File: src/rtl/rf_access_sched.sv
// rf_access_sched: operand-read gating and write-back scheduling for the
// TPU backend RegFile.
//   Issue side : I_Issue_* request/operands/destination -> O_Issue_Ack,
//                O_Stall, O_RF_Re1/2 (combinational, busy-scoreboard gated)
//   Write-back : two sources (WB0 = ALU, WB1 = MAU), one skid entry each,
//                O_WBn_Ack = skid free or being drained this cycle
//   RegFile    : O_RF_We/O_RF_Dst_Idx/O_RF_Data registered, one write/cycle
//   Status     : O_WB_Err (sticky, write to non-busy reg), O_Idle
module rf_access_sched #(
  parameter int unsigned NUM_REGS = 64,
  parameter int unsigned IDX_W    = 6,
  parameter int unsigned DATA_W   = 32
) (
  input  logic              clock,
  input  logic              reset,
  input  logic              I_Issue_Req,
  input  logic              I_Issue_Src1_V,
  input  logic [IDX_W-1:0]  I_Issue_Src1_Idx,
  input  logic              I_Issue_Src2_V,
  input  logic [IDX_W-1:0]  I_Issue_Src2_Idx,
  input  logic              I_Issue_Dst_V,
  input  logic [IDX_W-1:0]  I_Issue_Dst_Idx,
  output logic              O_Issue_Ack,
  output logic              O_Stall,
  output logic              O_RF_Re1,
  output logic              O_RF_Re2,
  input  logic              I_WB0_Req,
  input  logic [IDX_W-1:0]  I_WB0_Idx,
  input  logic [DATA_W-1:0] I_WB0_Data,
  input  logic              I_WB1_Req,
  input  logic [IDX_W-1:0]  I_WB1_Idx,
  input  logic [DATA_W-1:0] I_WB1_Data,
  output logic              O_WB0_Ack,
  output logic              O_WB1_Ack,
  output logic              O_RF_We,
  output logic [IDX_W-1:0]  O_RF_Dst_Idx,
  output logic [DATA_W-1:0] O_RF_Data,
  output logic              O_WB_Err,
  output logic              O_Idle
);

  typedef enum logic {RR_WB0 = 1'b0, RR_WB1 = 1'b1} rr_e;

  logic [NUM_REGS-1:0] busy_q, busy_d;
  logic                full0_q, full0_d, full1_q, full1_d;
  logic [IDX_W-1:0]    sk0_idx_q, sk0_idx_d, sk1_idx_q, sk1_idx_d;
  logic [DATA_W-1:0]   sk0_data_q, sk0_data_d, sk1_data_q, sk1_data_d;
  rr_e                 rr_q, rr_d;
  logic                we_q, we_d;
  logic [IDX_W-1:0]    idx_q, idx_d;
  logic [DATA_W-1:0]   data_q, data_d;
  logic                err_q, err_d;
  logic                idle_q, idle_d;

  logic hz, issue_ack, grant0, grant1, wb0_ack, wb1_ack;

  always_comb begin
    hz = (I_Issue_Src1_V & busy_q[I_Issue_Src1_Idx])
       | (I_Issue_Src2_V & busy_q[I_Issue_Src2_Idx])
       | (I_Issue_Dst_V  & busy_q[I_Issue_Dst_Idx]);
    issue_ack = I_Issue_Req & ~hz;
    grant0 = full0_q & (~full1_q | (rr_q == RR_WB0));
    grant1 = full1_q & (~full0_q | (rr_q == RR_WB1));
    wb0_ack = ~full0_q | grant0;
    wb1_ack = ~full1_q | grant1;
  end

  assign O_Issue_Ack  = issue_ack;
  assign O_Stall      = I_Issue_Req & ~issue_ack;
  assign O_RF_Re1     = issue_ack & I_Issue_Src1_V;
  assign O_RF_Re2     = issue_ack & I_Issue_Src2_V;
  assign O_WB0_Ack    = wb0_ack;
  assign O_WB1_Ack    = wb1_ack;
  assign O_RF_We      = we_q;
  assign O_RF_Dst_Idx = idx_q;
  assign O_RF_Data    = data_q;
  assign O_WB_Err     = err_q;
  assign O_Idle       = idle_q;

  always_comb begin
    // Clear at the RegFile write edge, then set, so a same-edge set wins.
    busy_d = busy_q;
    if (we_q) busy_d[idx_q] = 1'b0;
    if (issue_ack & I_Issue_Dst_V) busy_d[I_Issue_Dst_Idx] = 1'b1;
    err_d = err_q | (we_q & ~busy_q[idx_q]);

    // A skid drained this cycle may be refilled on the same edge.
    full0_d    = full0_q & ~grant0;
    sk0_idx_d  = sk0_idx_q;
    sk0_data_d = sk0_data_q;
    if (I_WB0_Req & wb0_ack) begin
      full0_d    = 1'b1;
      sk0_idx_d  = I_WB0_Idx;
      sk0_data_d = I_WB0_Data;
    end
    full1_d    = full1_q & ~grant1;
    sk1_idx_d  = sk1_idx_q;
    sk1_data_d = sk1_data_q;
    if (I_WB1_Req & wb1_ack) begin
      full1_d    = 1'b1;
      sk1_idx_d  = I_WB1_Idx;
      sk1_data_d = I_WB1_Data;
    end

    // Only contested grants move the pointer, always to the loser.
    rr_d = rr_q;
    if (full0_q & full1_q) rr_d = grant0 ? RR_WB1 : RR_WB0;

    we_d   = grant0 | grant1;
    idx_d  = idx_q;
    data_d = data_q;
    if (grant0) begin
      idx_d  = sk0_idx_q;
      data_d = sk0_data_q;
    end else if (grant1) begin
      idx_d  = sk1_idx_q;
      data_d = sk1_data_q;
    end

    idle_d = (busy_d == '0) & ~full0_d & ~full1_d;
  end

  always_ff @(posedge clock or posedge reset) begin
    if (reset) begin
      busy_q     <= '0;
      full0_q    <= 1'b0;
      full1_q    <= 1'b0;
      sk0_idx_q  <= '0;
      sk0_data_q <= '0;
      sk1_idx_q  <= '0;
      sk1_data_q <= '0;
      rr_q       <= RR_WB0;
      we_q       <= 1'b0;
      idx_q      <= '0;
      data_q     <= '0;
      err_q      <= 1'b0;
      idle_q     <= 1'b1;
    end else begin
      busy_q     <= busy_d;
      full0_q    <= full0_d;
      full1_q    <= full1_d;
      sk0_idx_q  <= sk0_idx_d;
      sk0_data_q <= sk0_data_d;
      sk1_idx_q  <= sk1_idx_d;
      sk1_data_q <= sk1_data_d;
      rr_q       <= rr_d;
      we_q       <= we_d;
      idx_q      <= idx_d;
      data_q     <= data_d;
      err_q      <= err_d;
      idle_q     <= idle_d;
    end
  end

endmodule

File: config.mk
export PLATFORM = sky130hd
export DESIGN_NAME = rf_access_sched
export DESIGN_NICKNAME = d
export VERILOG_FILES = /design/src/rtl/rf_access_sched.sv
export SDC_FILE = /design/constraint.sdc
export NUM_CORES = 1
export LEC_CHECK = 0
export ABC_CLOCK_PERIOD_IN_PS = 8000
export CORE_MARGIN = 5
export CORE_UTILIZATION = 55
export CTS_CLUSTER_DIAMETER = 60
export DETAILED_ROUTE_END_ITERATION = 10
export HOLD_SLACK_MARGIN = 0.02
export PLACE_DENSITY = 0.81
export REMOVE_ABC_BUFFERS = 1
export SLEW_MARGIN = 10
export SYNTH_ARGS = -nofsm -noshare
export SYNTH_HDL_FRONTEND = slang
export SYNTH_SLANG_ARGS = --single-unit
File: constraint.sdc
create_clock -name clock -period 8 [get_ports clock]
set_clock_uncertainty 0.05 [all_clocks]
set_input_delay 2 -clock clock [delete_from_list [all_inputs] [get_ports clock]]
set_output_delay 2 -clock clock [all_outputs]
set_load 0.005 [all_outputs]
==> metrics, run 1 <==
status=completed; initial drt markers=1118; CP max-delay cell=clkdlybuf4s50_1; Pleak=0.00491 uW; most common cell in the netlist=dfrtp_1; Fin. Hold Viols=0; initial antenna violation count=2; final design utilization=68.1%; Post-synth EDFFs=0; FF+latch count, synth=184; most used cell along the critical path=clkdlybuf4s50_1; worst-path fanout max=17; CTS Root Cell=clkbuf_16; Hold Startpoint=sk1_data_q[2]; GP Congestion=1.07; net switching power=1750 uW; Primary FF master, synth=dfrtp_1; peak supply drop=219 uV; fraction of registers with async set or reset after synthesis=100%; Global Route Usage Sum=around a third; htree depth=4; Yosys top cell by area=dfrtp_1; internal cell power=2550 uW; number of setup buffers added after CTS=0; Worst setup EP type=output port; Placed Cells=1269; share of layout cells above drive strength 1=17.4%; IO Pins=149; Setup crit start=I_Issue_Dst_Idx[0]; top cell type's share of synthesized area=46.3%; Fill cells=1319; Synth warnings=0; fin crit share=96.4%; Cell Pwr Density=353 mW/mm^2; CP Launch Type=input pin; WP data arrival=between 5000 and 6000 ps; Worst EP required=about 6000 ps; Setup WS post-layout=just under 300 ps; Final #Nets=between 1000 and 1500; Hold WS=424 ps; # hold bufs at CTS=0; final cell count without fillers=1302; minimum clock period=a little under 8000 ps; TritonCTS clock tree=yes; starting density of the core=55.4%; Place WS=approximately 360 ps; die extent in y=roughly 140 microns; post-synth cell types=62; Vias=roughly 9000; TritonCTS buffer count=17; Synth-to-Final Area Change=23.0%; RSZ-0062 raised after global routing=false; max-slew violation count=0; DIE AREA=approximately 0.021 sq mm; row count=between 40 and 50; combinational share of power=38.6%; WL/cell=26.3 microns; # setup viols final=0; first-pass GRT wire length=52.9 mm; clk slew on worst S/H paths=70 ps; Mapped Cells=934; Skew-Pair Late Insertion Delay=~430 ps; Clock Path Buffers=2; first drt pass iteration count=7; synthesized area=0.00988 sq mm; vias in the first global route=8900; reg-to-reg startpoint=O_RF_Dst_Idx[2]; Crit path largest cell delay=830 ps; sequential share of the synthesized area=46.6%; Slew @ Worst Pin=1020 ps; worst path cell trace=clkdlybuf4s50_1 > nor2b_1 > a22o_1 > a2111oi_0 > o2bb2ai_1 > or4_1 > a211o_1 > nor2_1 > and2_1 > clkdlybuf4s50_1; Synth top cells by count=183 x dfrtp_1, 125 x nand2_1, 117 x o21ai_0; Sequential Area=between 0.004 and 0.005 sq mm; clock network fraction of design power=a little under a fifth; relative slew slack=31.9%; syn avg cell area=approximately 11 sq um; critical path class=in2out; Die Span X=144 microns; worst hold path type=reg2reg; sum of negative setup slack=0 ps; area of the multi-input gates=0.00499 sq mm; Core ar.=0.0178 sq mm; IO Port Bufs=148; Fmax=130 MHz; # DRC=0; cts repair resizes=0; vias per cell=6.89; drt total wl=~34 mm; sequential fraction of design power=42.2%; top post-synthesis cells by area=dfrtp_1 46%, mux2_2 10%, mux4_2 7.1%; TritonCTS Sinks=184; Switching Fraction=between 40 and 50%; post-route ant nets=0; maxcap violations=0; grt total ovfl=0; post-DP HPWL=23.8 mm; largest net degree at the start of global routing=71
-- worst max-delay path: cells and delay by family --
family          cells  cell delay, ps
simple gates        4            1160
compound gates      4            1160
buf+inv             2            1330
-- final timing paths --
kind	endpoint	slack [ps]	cells after the start
hold / removal	O_RF_Data[2]	420	2
min in group asynchronous	busy_q[4]	1880	2
hold reg to reg	O_RF_Data[2]	420	2
setup reg to reg	O_Idle	4160	9
max in group asynchronous	sk0_data_q[14]	4780	3
setup / recovery	O_RF_Re1	290	10
-- final cells by class --
type / instances / area share (%)
multi-input cells: 674 / 41.0
flip-flops and latches: 184 / 37.9
clock inverters: 12 / 0.978
clock buffers: 20 / 3.76
inverters: 16 / 0.535
diodes: 1 / 0.0206
repair buffers: 166 / 13.4
well taps: 229 / 2.36
-- kinds of logic (layout without fill, tap and decap cells) --
group | count (synthesis) | after routing | synth area share (%)
other cells | 0 | 1 | 0
mux | 155 | 155 | 20.8
buf+inv | 76 | 214 | 3.23
flops | 184 | 184 | 46.6
simple gates | 265 | 265 | 13.1
compound gates | 254 | 254 | 16.2
-- state kept, by name, indices dropped and copies added (netlist names) --
| signal | count |
|---|---|
| O_Idle | 1 |
| O_RF_Data | 32 |
| O_RF_Dst_Idx | 6 |
| O_RF_We | 1 |
| O_WB_Err | 1 |
| busy_q | 64 |
| full0_q | 1 |
| full1_q | 1 |
| rr_q | 1 |
| sk0_data_q | 32 |
| sk0_idx_q | 6 |
| sk1_data_q | 32 |
| sk1_idx_q | 6 |
-- metal layers --
| layer | wire length [microns] | part of all wire [%] | global-route usage, % |
|---|---|---|---|
| met5 | 25 | 0.073 | 0 |
| met4 | 2180 | 6.4 | 18.7 |
| met3 | 4420 | 13 | 11.5 |
| met2 | 15400 | 45 | 51.2 |
| met1 | 12200 | 36 | 43.4 |
-- layout by cell type (no fill, tap or decap), drive strengths merged, types with 3 or more instances in the layout --
master	synthesis	routed
dfrtp	183	183
clkdlybuf4s50	0	148
nand2	125	125
o21ai	123	123
mux2	92	92
a22oi	46	46
mux2i	32	32
mux4	31	31
nor2	29	29
nand3	23	23
clkbuf	41	20
buf	19	18
inv	15	17
nor2b	16	16
nand4	16	16
nand2b	14	14
a21oi	12	12
o22ai	11	11
a221oi	11	11
clkinv	1	9
and3	7	7
nand3b	7	7
a211oi	6	6
a22o	6	6
nor3	5	5
and2	5	5
or2	4	4
o211ai	4	4
a31oi	4	4
or4	3	3
a2111oi	3	3
o21a	3	3
nor4	3	3
-- power by group through the flow --
stage	clock network [uW]	logic, uW	registers, uW
final	824	1660	1810
after global placement	0	1590	1760
after global routing	873	1800	1820
after floorplan	0	958	1580
after CTS	828	1630	1760
after detailed placement	0	1610	1770
-- stage by stage --
| stage | total power (uW) | instance area (sq um) |
|---|---|---|
| 2_1_floorplan | 2540 | 9620 |
| 3_3_place_gp | 3360 | 11600 |
| 3_5_place_dp | 3380 | 11600 |
| 4_1_cts | 4220 | 12100 |
| 5_1_grt | 4490 | 12100 |
| 6_report | 4290 | 12200 |
Power figures use the tool's default switching activity.
==> inputs of run 2 (changes only) <==
CTS_BUF_LIST = sky130_fd_sc_hd__clkbuf_4 sky130_fd_sc_hd__clkbuf_8   (was unset)
MAX_ROUTING_LAYER = met4   (was unset)
SKIP_LAST_GASP = 1   (was unset)
==> run 2 against run 1 <==
  * Clock-buffer cell count did not move
  * Via count barely moved
  * Largest power group unchanged
  * Global-route usage barely moved
  * Die area did not move
  * Wire length fell by 1.6%
  * Clock power fell by 17%
  * Core utilization fell by 0.73 points
  * Critical path depth did not move
  * First-iteration DRC count rose by 3.1%
  * Cell area fell by 1.1%
  * Cell count rose by 0.15%
==> metrics, run 2 (synthesized netlist as in run 1, its figures left out) <==
status=completed; largest register by flop count=busy_q; Worst Hold Endpoint=O_WB_Err; Pleak=0.00487 uW (-0.79%); commonest non-fill, non-tap cell in the layout=dfrtp_1; met2 wire length=15.4 mm (-0.18%); fin crit share=95.2% (-1.2 points); vias in the first global route=8958 (+0.65%); highest metal used=met4; IO Pins=149 (unchanged); Fmax=131 MHz (+1.3%); grt total ovfl=0 (unchanged); IO Port Bufs=148 (unchanged); GP Congestion=1.07 (-0.10%); reg-to-reg startpoint=busy_q[62]; drt total wl=33.7 mm (-1.6%); worst hold path type=reg2reg; ANT cells=0 (-1); CP max-delay cell=clkdlybuf4s50_1; max-slew violation count=0 (unchanged); clk slew on worst S/H paths=80 ps (about the same); Hold WS=415 ps (-9.28 ps); relative slew slack=30.2% (-1.8 points); WP data arrival=5560 ps (-100 ps); TritonCTS clock tree=yes; post-DP HPWL=23.9 mm (+0.50%); critical path class=in2out; htree depth=4 (unchanged); Cell Pwr Density=344 mW/mm^2 (-2.7%); maxcap violations=0 (unchanged); Worst setup EP type=output port; vias per cell=6.87 (-0.24%); most used cell along the critical path=clkdlybuf4s50_1; Core ar.=0.0178 sq mm (unchanged); post-route ant nets=0 (unchanged); CP Launch Type=input pin; initial drt markers=1153 (+3.1%); max reg flops=64 (unchanged); Skew-Pair Late Insertion Delay=470 ps (+40 ps); peak supply drop=218 uV (-0.50%); initial antenna violation count=0 (-2); starting density of the core=55.4% (unchanged); register-to-register setup slack=4050 ps (-110 ps); worst-path fanout max=10 (-7); DIE AREA=0.0207 sq mm (unchanged); Worst Reg-to-Reg Cells=9 (unchanged); Vias=8960 (-0.089%); CTS Root Cell=clkbuf_8; Final #Nets=1164 (+0.26%); largest net degree at the start of global routing=65 (-8.5%); TritonCTS Sinks=184 (unchanged); most frequent cells in the layout=183 x dfrtp_1, 146 x clkdlybuf4s50_1, 123 x nand2_1; Die Span X=144 microns (unchanged); Hold Startpoint=O_WB_Err; met3 wire length=4.06 mm (-8.1%); # setup viols final=0 (unchanged); Slew @ Worst Pin=1040 ps (+22.2 ps); WL/cell=25.9 microns (-1.7%); hold depth=1 (-1); Global Route Usage Sum=34.0% (-0.041 points); r2r endpoint=O_Idle; first drt pass iteration count=6 (-1); row count=49 (unchanged); TritonCTS buffer count=17 (unchanged); first-pass GRT wire length=51.2 mm (-3.2%); # DRC=0 (unchanged); die extent in y=144 microns (unchanged); worst path cell trace=clkdlybuf4s50_1 > mux4_2 > o211ai_1 > a21oi_1 > or4_1 > a31o_1 > a211o_1 > nor2_1 > and2_1 > clkdlybuf4s50_1; minimum clock period=7610 ps (-98.4 ps); Worst EP required=5950 ps (about the same); Synth-to-Final Area Change=21.7%; RSZ-0062 raised after global routing=false; Post-Route M1 WL=12.2 mm (-0.40%); share of layout cells above drive strength 1=17.8% (+0.32 points); Clock Path Buffers=2 (unchanged); sum of negative setup slack=0 ps (unchanged); Fin. Hold Viols=0 (unchanged); Crit path largest cell delay=850 ps (+20 ps)
[run 2: cell count changes in the layout (fill, tap and decap cells not counted), sizes merged]
cell and delta:
buf +3, bufinv +3, clkinv -3, clkdlybuf4s50 -2, dlymetal6s2s +2, clkinvlp +1, diode -1, inv -1
[run 2: worst max path at each step]
| stage | start | to | slack (ps) | depth (start not counted) |
|---|---|---|---|---|
| after floorplan | reset | O_RF_Data[0] | 950 | 1 |
| after global placement | I_Issue_Dst_Idx[1] | O_RF_Re2 | 320 | 10 |
| after detailed placement | I_Issue_Dst_Idx[1] | O_RF_Re2 | 220 | 10 |
| after CTS | I_Issue_Dst_Idx[1] | O_RF_Re2 | 200 | 10 |
| after global routing | I_Issue_Src1_Idx[1] | O_RF_Re2 | 140 | 10 |
| final | I_Issue_Src1_Idx[1] | O_RF_Re2 | 390 | 10 |
[run 2: cell type report]
type,count,area [sq um]
Inverter,16,65.1
Timing Repair Buffer,169,1640
Clock inverter,12,176
Fill cell,1373,5820
Tap cell,229,287
Clock buffer,20,256
Sequential cell,184,4610
Multi-Input combinational cell,674,4990
[run 2: routing by layer]
| metal | up-vias | GRT usage [%] |
|---|---|---|
| met5 | - | - |
| met4 | 0 | 18.8 |
| met3 | 174 | 9.59 |
| met2 | 659 | 51.1 |
| met1 | 4382 | 41.5 |
| li1 | 3745 | - |
[run 2: power breakdown]
part           internal [uW]  switching [uW]
clock network            351             330
logic                    813             822
registers               1280             535
total                   2450            1690
[run 2: critical path, delay by kind of cell]
kind            cells  cell delay [ps]
compound gates      4              810
buf+inv             2             1340
simple gates        3              820
mux                 1              570
[run 2: metrics by stage]
| step | util, % | cell area [sq um] | cells | power, uW | setup WS, ps |
|---|---|---|---|---|---|
| after floorplan | - | 9620 | 874 | 2540 | 951 |
| after global placement | 64.9 | 11600 | 1272 | 3350 | 321 |
| after detailed placement | 64.9 | 11600 | 1272 | 3380 | 217 |
| after CTS | 67.4 | 12000 | 1304 | 4070 | 203 |
| after global routing | 67.4 | 12000 | 1304 | 4320 | 141 |
| final | 67.4 | 12000 | 1304 | 4130 | 388 |
[run 2: what timing repair did]
| action | CTS | global route |
|---|---|---|
| hold buffers | 0 | 0 |
| gates resized for setup | 0 | 2 |
| buffers inserted | 0 | 0 |
| setup endpoints to repair | 0 | 2 |
